===== src/rtl/pc_predict.sv =====
// pc_predict: fetch-stage program counter with a direct-mapped branch target
// buffer and per-entry saturating direction counters.
//
// Ports
//   CLK, RST        clock (rising edge) and asynchronous active-high reset
//   pcen            advance enable; 0 stalls fetch unless a redirect is present
//   psel            predictor enable; 0 forces sequential fetch
//   PCSrc           redirect select: 0 none, 1 braddr, 2 jump, 3 jraddr
//   braddr          branch / mispredict recovery target
//   jaddr, jPC      jump immediate and PC+4 of the jump instruction
//   jraddr          register jump target
//   upd_en          training strobe from execute
//   upd_pc          PC of the resolved branch
//   upd_taken       resolved direction
//   upd_target      resolved taken target
//   imemaddr        registered fetch PC
//   nPC             imemaddr + 4 (wraps modulo 2^32)
//   pred_taken      prediction for imemaddr
//   pred_target     predicted target (entry target on hit, else 0)
module pc_predict #(
    parameter int unsigned ENTRIES  = 16,
    parameter int unsigned CTR_BITS = 2,
    parameter logic [31:0] PC_RESET = 32'h0000_0000
) (
    input  logic        CLK,
    input  logic        RST,
    input  logic        pcen,
    input  logic        psel,
    input  logic [1:0]  PCSrc,
    input  logic [31:0] braddr,
    input  logic [25:0] jaddr,
    input  logic [31:0] jPC,
    input  logic [31:0] jraddr,
    input  logic        upd_en,
    input  logic [31:0] upd_pc,
    input  logic        upd_taken,
    input  logic [31:0] upd_target,
    output logic [31:0] imemaddr,
    output logic [31:0] nPC,
    output logic        pred_taken,
    output logic [31:0] pred_target
);

    localparam int unsigned IDXW = $clog2(ENTRIES);
    localparam int unsigned TAGW = 30 - IDXW;

    // Weakly not taken: MSB clear, remaining bits set (0 for a 1-bit counter).
    localparam logic [CTR_BITS-1:0] CTR_WNT = CTR_BITS'((1 << (CTR_BITS - 1)) - 1);
    // Weakly taken: MSB set, remaining bits clear.
    localparam logic [CTR_BITS-1:0] CTR_WT  = CTR_BITS'(1 << (CTR_BITS - 1));
    localparam logic [CTR_BITS-1:0] CTR_ONE = CTR_BITS'(1);

    // BTB storage; targets are kept as word addresses.
    logic                valid_q [ENTRIES];
    logic [TAGW-1:0]     tag_q   [ENTRIES];
    logic [29:0]         tgt_q   [ENTRIES];
    logic [CTR_BITS-1:0] ctr_q   [ENTRIES];

    logic [IDXW-1:0] lidx;
    logic [TAGW-1:0] ltag;
    logic            lhit;

    logic [IDXW-1:0] uidx;
    logic [TAGW-1:0] utag;
    logic            uhit;

    logic [31:0]     pc_next;
    logic            pc_load;

    // Address bits that are architecturally ignored.
    logic unused_bits;
    assign unused_bits = ^{braddr[1:0], jPC[27:0], jraddr[1:0],
                           upd_pc[1:0], upd_target[1:0], imemaddr[1:0]};

    // ---------------- Lookup on the current fetch PC ----------------
    assign lidx = imemaddr[IDXW+1:2];
    assign ltag = imemaddr[31:IDXW+2];
    assign lhit = valid_q[lidx] && (tag_q[lidx] == ltag);

    assign pred_taken  = psel && lhit && ctr_q[lidx][CTR_BITS-1];
    assign pred_target = lhit ? {tgt_q[lidx], 2'b00} : '0;

    assign nPC = imemaddr + 32'd4;

    // ---------------- Next-PC selection ----------------
    always_comb begin
        pc_next = nPC;
        unique case (PCSrc)
            2'd1:    pc_next = {braddr[31:2], 2'b00};
            2'd2:    pc_next = {jPC[31:28], jaddr, 2'b00};
            2'd3:    pc_next = {jraddr[31:2], 2'b00};
            default: pc_next = pred_taken ? pred_target : nPC;
        endcase
    end

    // A redirect is never lost to a stall.
    assign pc_load = (PCSrc != 2'd0) || pcen;

    always_ff @(posedge CLK or posedge RST) begin
        if (RST) begin
            imemaddr <= {PC_RESET[31:2], 2'b00};
        end else if (pc_load) begin
            imemaddr <= pc_next;
        end
    end

    // ---------------- Training port ----------------
    assign uidx = upd_pc[IDXW+1:2];
    assign utag = upd_pc[31:IDXW+2];
    assign uhit = valid_q[uidx] && (tag_q[uidx] == utag);

    always_ff @(posedge CLK or posedge RST) begin
        if (RST) begin
            for (int unsigned i = 0; i < ENTRIES; i++) begin
                valid_q[i] <= 1'b0;
                tag_q[i]   <= '0;
                tgt_q[i]   <= '0;
                ctr_q[i]   <= CTR_WNT;
            end
        end else if (upd_en) begin
            if (uhit) begin
                if (upd_taken) begin
                    if (ctr_q[uidx] != '1) begin
                        ctr_q[uidx] <= ctr_q[uidx] + CTR_ONE;
                    end
                    tgt_q[uidx] <= upd_target[31:2];
                end else if (ctr_q[uidx] != '0) begin
                    ctr_q[uidx] <= ctr_q[uidx] - CTR_ONE;
                end
            end else if (upd_taken) begin
                valid_q[uidx] <= 1'b1;
                tag_q[uidx]   <= utag;
                tgt_q[uidx]   <= upd_target[31:2];
                ctr_q[uidx]   <= CTR_WT;
            end
        end
    end

endmodule


===== config.mk =====
export PLATFORM = sky130hd
export DESIGN_NAME = pc_predict
export DESIGN_NICKNAME = d
export VERILOG_FILES = /design/src/rtl/pc_predict.sv
export SDC_FILE = /design/constraint.sdc
export NUM_CORES = 2
export LEC_CHECK = 0
export BUFFER_PORTS_ARGS = -buffer_cell sky130_fd_sc_hd__buf_2
export CORE_ASPECT_RATIO = 0.9
export CORE_MARGIN = 2
export CORE_UTILIZATION = 60
export CTS_BUF_LIST = sky130_fd_sc_hd__clkbuf_8
export CTS_CLUSTER_SIZE = 12
export DETAILED_ROUTE_END_ITERATION = 10
export PLACE_DENSITY_LB_ADDON = 0.15
export SETUP_SLACK_MARGIN = 0.02
export SLEW_MARGIN = 20
export SYNTH_ARGS = -nofsm -noshare
export SYNTH_HDL_FRONTEND = slang
export SYNTH_SLANG_ARGS = --single-unit

===== constraint.sdc =====
create_clock -name CLK -period 34.5 [get_ports CLK]
set_clock_uncertainty 0.2 [all_clocks]
set_input_delay 1.725 -clock CLK [delete_from_list [all_inputs] [get_ports CLK]]
set_output_delay 1.725 -clock CLK [all_outputs]
set_load 0.05 [all_outputs]

Word-level counts from Yosys, hierarchy flattened
Cells that the tools add are included.
Widths: inputs -> output; s select.
- add/sub/neg operators: 3
- order comparisons: 3
- equality and inequality tests: 7
- multiplexer cells: 41
- bitwise logic cells: 7
- reductions and logical operators: 13
- operators by type and width (cell ; number):
    $bwmux 480 ; 1
    $bwmux 416 ; 1
    $mux 32 ; 7
    $bmux 26 s4 ; 2
    $mux 26 ; 5
    $bmux 30 s4 ; 1
    $demux 30 s4 ; 1
    $demux 26 s4 ; 1
    $pmux 32 s3 ; 1
    $mux 30 ; 3
    $bwmux 32 ; 2
    $eq 26x26->1 ; 2
    $add 32x3->32 const B ; 1
    $or 16x16->16 ; 2
    $and 16x16->16 ; 1
    $bmux 2 s4 ; 2
    $not 16->16 ; 1
    $ge 5x5->1 const B ; 2
    $mux 2 ; 5
    $not 4->5 ; 2
    $bmux 1 s4 ; 2
    $demux 2 s4 ; 1
    $reduce_bool 2->1 ; 4
    $logic_and 1x1->1 ; 5
    other kinds (14) ; 19
- register bits: 976
- output and inout port bits: 97
- word-level logic and storage cells: 139

Depth between registers and ports, before layout
- word-level depth: 10
- gate-level depth with buffers: 16

Worst setup path before layout
Ideal clock, no wire load.
- kind: register -> output
- start point: register imemaddr[2]
- end point: output pred_target[10]
- data arrival time: 4000 ps
- required time: 32575 ps
- slack: 28575 ps
- stages on the path, launching flop included: 11
- cells stage by stage: dfrtp_1 > clkbuf_1 > buf_1 > mux4_2 > mux4_2 > xnor2_1 > nand4_1 > nor4_1 > nand2_1 > clkbuf_1 > nor2b_1
- word-level cells in the longest chain between the ends: 7
- ends and longest elaborated chain (item ; line ; text):
    start, declared ; 38 ; output logic [31:0] imemaddr,
    start signal, assigned ; 101 ; imemaddr <= {PC_RESET[31:2], 2'b00};
    start signal, assigned ; 103 ; imemaddr <= pc_next;
    $not 4->5 (not written as such) * ; 78, 81 ;
    $bmux 26 s4 ; 78 ; assign lhit = valid_q[lidx] && (tag_q[lidx] == ltag);
    $mux 26 (not written as such) (2 in a row) ; 78 ;
    $eq 26x26->1 ; 78 ;
    $logic_and 1x1->1 ; 78 ;
    $mux 32 * ; 81 ; assign pred_target = lhit ? {tgt_q[lidx], 2'b00} : '0;
    end, declared ; 41 ; output logic [31:0] pred_target
Every way passes the cells marked *; elsewhere a longest branch is shown, timed or not. The select of a mux whose other input is x is not followed.

Worst setup path in the final report
- start point: register imemaddr[3]
- end point: output nPC[26]
- word-level cells in the longest chain between the ends: 1
- ends and longest elaborated chain (item ; line ; text):
    $add 32x3->32 ; 83 ; assign nPC = imemaddr + 32'd4;
    end, declared ; 39 ; output logic [31:0] nPC,
Every way passes these cells.

==> run_results.csv <==
group,metric,value,unit
critical_path,worstPathRequired,32580,ps
critical_path,crit_family,"simple AND/OR/NAND/NOR gates",
sta,period_needed,8220,ps
route,postRouteAntennaNets,0,
clock_network,holdBufCountCts,0,
sta,slew_viol_final,0,
clock_network,cts_root_buf,"clkbuf_8",
yosys,synthTopCellsByArea,"dfrtp_1 47%, mux2_2 16%, mux4_2 16%, mux2_4 5.0%, mux2i_1 3.4%",
clock_network,htreeDepth,4,
route,drcViolationCount,0,
clock_network,clk_path_buf_depth,3,
sta,tightest_slew,1170,ps
die,io_pins,291,
critical_path,cp_common_cell,"nor2_1",
sta,setup_violations,0,
clock_network,cts_buffers,158,
critical_path,cp_slowest_stage_delay,860,ps
placement,dpl.hpwl,89.7,mm
power_and_ir_drop,leakagePower,25.0,nW
die,rows,101,
sta,rsz0062_at_grt,"false",
layout,num-fill-cells,5905,
global_routing,grt_max_degree,205,
power_and_ir_drop,p_total,3.33,mW
clock_network,clk_latency,850,ps
route,post_drt_wl_per_cell,30.3,µm
power_and_ir_drop,switching_share,30.0,%
route,first_iter_violations,3183,
yosys,synth_cells,3446,
layout,fin_nets,3809,
critical_path,path_cells,"buf_4 -> buf_12 -> ha_1 -> nand3_1 -> nor2_1 -> nand3_1 -> nor2_1 -> nand2_1 -> nor2_1 -> xor2_1 -> buf_2",
global_routing,grt_overflow,0,
yosys,ys_seq_elements,974,
layout,drive_gt1_share,50.1,%
yosys,synth_area,51000,µm²
power_and_ir_drop,powerDensity,59.3,nW/µm²
hold_path,hp-class,"reg -> reg",
global_routing,antenna_found_initial,14,
global_routing,gr-usage-all-layers,34.4,%
yosys,synth_edf_count,0,
critical_path,worstPathArrival,6290,ps
yosys,yosysWarnings,0,
sta,fin_hold_ws,291,ps
clock_network,clk_pin_slew,60,ps
critical_path,path_max_fanout,114,
die,initial_utilization,60.5,%
die,fp.dieArea,87300,µm²
critical_path,slowest_stage,"buf_4",
placement,gp_congestion,0.965,
placement,port_buffers,248,
global_routing,grt_pass1_vias,35000,
power_and_ir_drop,pwr-share-clk,30.1,%
yosys,synth-main-ff-cell,"dfrtp_1",
yosys,ys_seq_area_share,47.8,%
layout,area_growth,9.99,%
power_and_ir_drop,peakVddDrop,0.0449,mV
route,wl,148,mm
route,first_pass_iters,5,
critical_path,endpoint_kind,"output pin",
route,vias,32800,
yosys,yosysTopAreaCell,"dfrtp_1",
critical_path,crit_type,"reg -> out",
run_status,status,"completed",
die,die_h,281,µm
clock_network,tritoncts,"yes",
yosys,syn-mean-instance-area,14.8,µm²
placement,dp_slack,27110,ps
power_and_ir_drop,pwr-share-seq,46.0,%
global_routing,grt_pass1_wl,223,mm
power_and_ir_drop,p_sw,0.998,mW
placement,dp.cells,4584,
layout,stdcell_count,4881,
yosys,synth_top_area_share,47.0,%
sta,max_freq,0.122,GHz
power_and_ir_drop,intPower,2.33,mW
sta,tns,0,ps
clock_network,ctsResizeCount,0,
critical_path,crit_buf_inv,3,
route,vias_per_cell,6.73,
sta,max-slew-margin-rel,22.0,%
flow_run,drv_cap,0,
die,core_area,84300,µm²
sta,finalHoldViolCount,0,
sta,fin_ws,26280,ps
yosys,async_reset_ff_share,100,%
clock_network,clock_sinks,974,
power_and_ir_drop,power_frac_comb,23.9,%
yosys,synth_cell_types,73,
sta,fin_crit_sh,23.8,%
die,die_width,311,µm
critical_path,critPathLaunchType,"register",
clock_network,cts_setup_buffers,0,
[per-stage QoR]
stage / area, µm² / util, %
detailed placement: 52900 / 62.7
CTS: 56000 / 66.5
global placement: 52900 / 62.7
global route: 56100 / 66.5
floorplan: 51000 / -
finish: 56100 / 66.5
[synth_stat cells (all sizes together) (27+ instances only)]
library cell and instances:
mux2 918, nand2 54, nor2b 41, mux2i 172, a21oi 120, xnor2 62
mux4 354, nand4 32, o21ai 55, nand3 34, nor3 27, dfrtp 958
nor2 51, buf 144, inv 32, clkbuf 178, a22oi 29
[cells by family after synthesis]
family	Yosys count	share of synthesized area, %
other	1	0.00735
AOI/OAI and AO/OA	284	3.39
DFF	974	47.8
muxes	1444	40.5
buffers and inverters	354	3.30
adders and majority gates	3	0.0736
xor gates and xnor gates	83	1.43
and+or+nand+nor	303	3.43
[area by class of cell]
class,count,area (µm²),area share [%]
Clock inverter,96,547,0.975
Multi-Input combinational cell,2123,25100,44.7
Inverter,32,128,0.228
Antenna cell,11,27.5,0.0491
Clock buffer,189,2600,4.64
Timing Repair Buffer,323,1870,3.34
Tap cell,1133,1420,2.53
Sequential cell,974,24400,43.5
[cell usage in the layout (no fill, tap or decap), types with 72 or more instances in the layout]
cell type and n:
mux2_4 171, inv_1 97, clkbuf_8 189, buf_4 72, a21oi_1 120, mux2_2 728
buf_2 244, dfrtp_1 954, mux2i_1 172, mux4_2 354
[routing by layer]
| metal | vias up | GRT usage (%) | part of all wire [%] |
|---|---|---|---|
| met5 | - | 0 | 0.024 |
| met4 | 6 | 14.7 | 4.1 |
| met3 | 393 | 8.48 | 9.3 |
| met2 | 1682 | 53.3 | 47 |
| met1 | 17400 | 46.7 | 40 |
| li1 | 13300 | - | - |
[power groups by stage]
stage / registers, mW / clock network, mW / logic [mW]
detailed placement: 1.54 / 0 / 0.790
global placement: 1.51 / 0 / 0.764
finish: 1.53 / 1.00 / 0.796
CTS: 1.52 / 1.02 / 0.792
floorplan: 1.49 / 0 / 0.606
global route: 1.55 / 1.07 / 0.842
[sequential cells by signal, summed over array words and instances, names as in the netlist]
| register | cells |
|---|---|
| tgt_q | 480 |
| valid_q | 16 |
| imemaddr | 30 |
| tag_q | 416 |
| ctr_q | 32 |
[final timing paths]
kind                                    startpoint                        to  slack [ps]  cells after the start
min in group asynchronous                      RST    tag_q[241]$_DFFE_PP0P_         800                      2
min                         valid_q[4]$_DFFE_PP0P_    valid_q[4]$_DFFE_PP0P_         290                      1
max                        imemaddr[3]$_DFFE_PP0P_                   nPC[26]       26280                     11
max reg2reg                imemaddr[3]$_DFFE_PP0P_  imemaddr[28]$_DFFE_PP0P_       28710                     11
min reg2reg                 valid_q[4]$_DFFE_PP0P_    valid_q[4]$_DFFE_PP0P_         290                      1
max in group asynchronous                      RST    tgt_q[109]$_DFFE_PP0P_       30000                      5
Power figures use the tool's default switching activity.
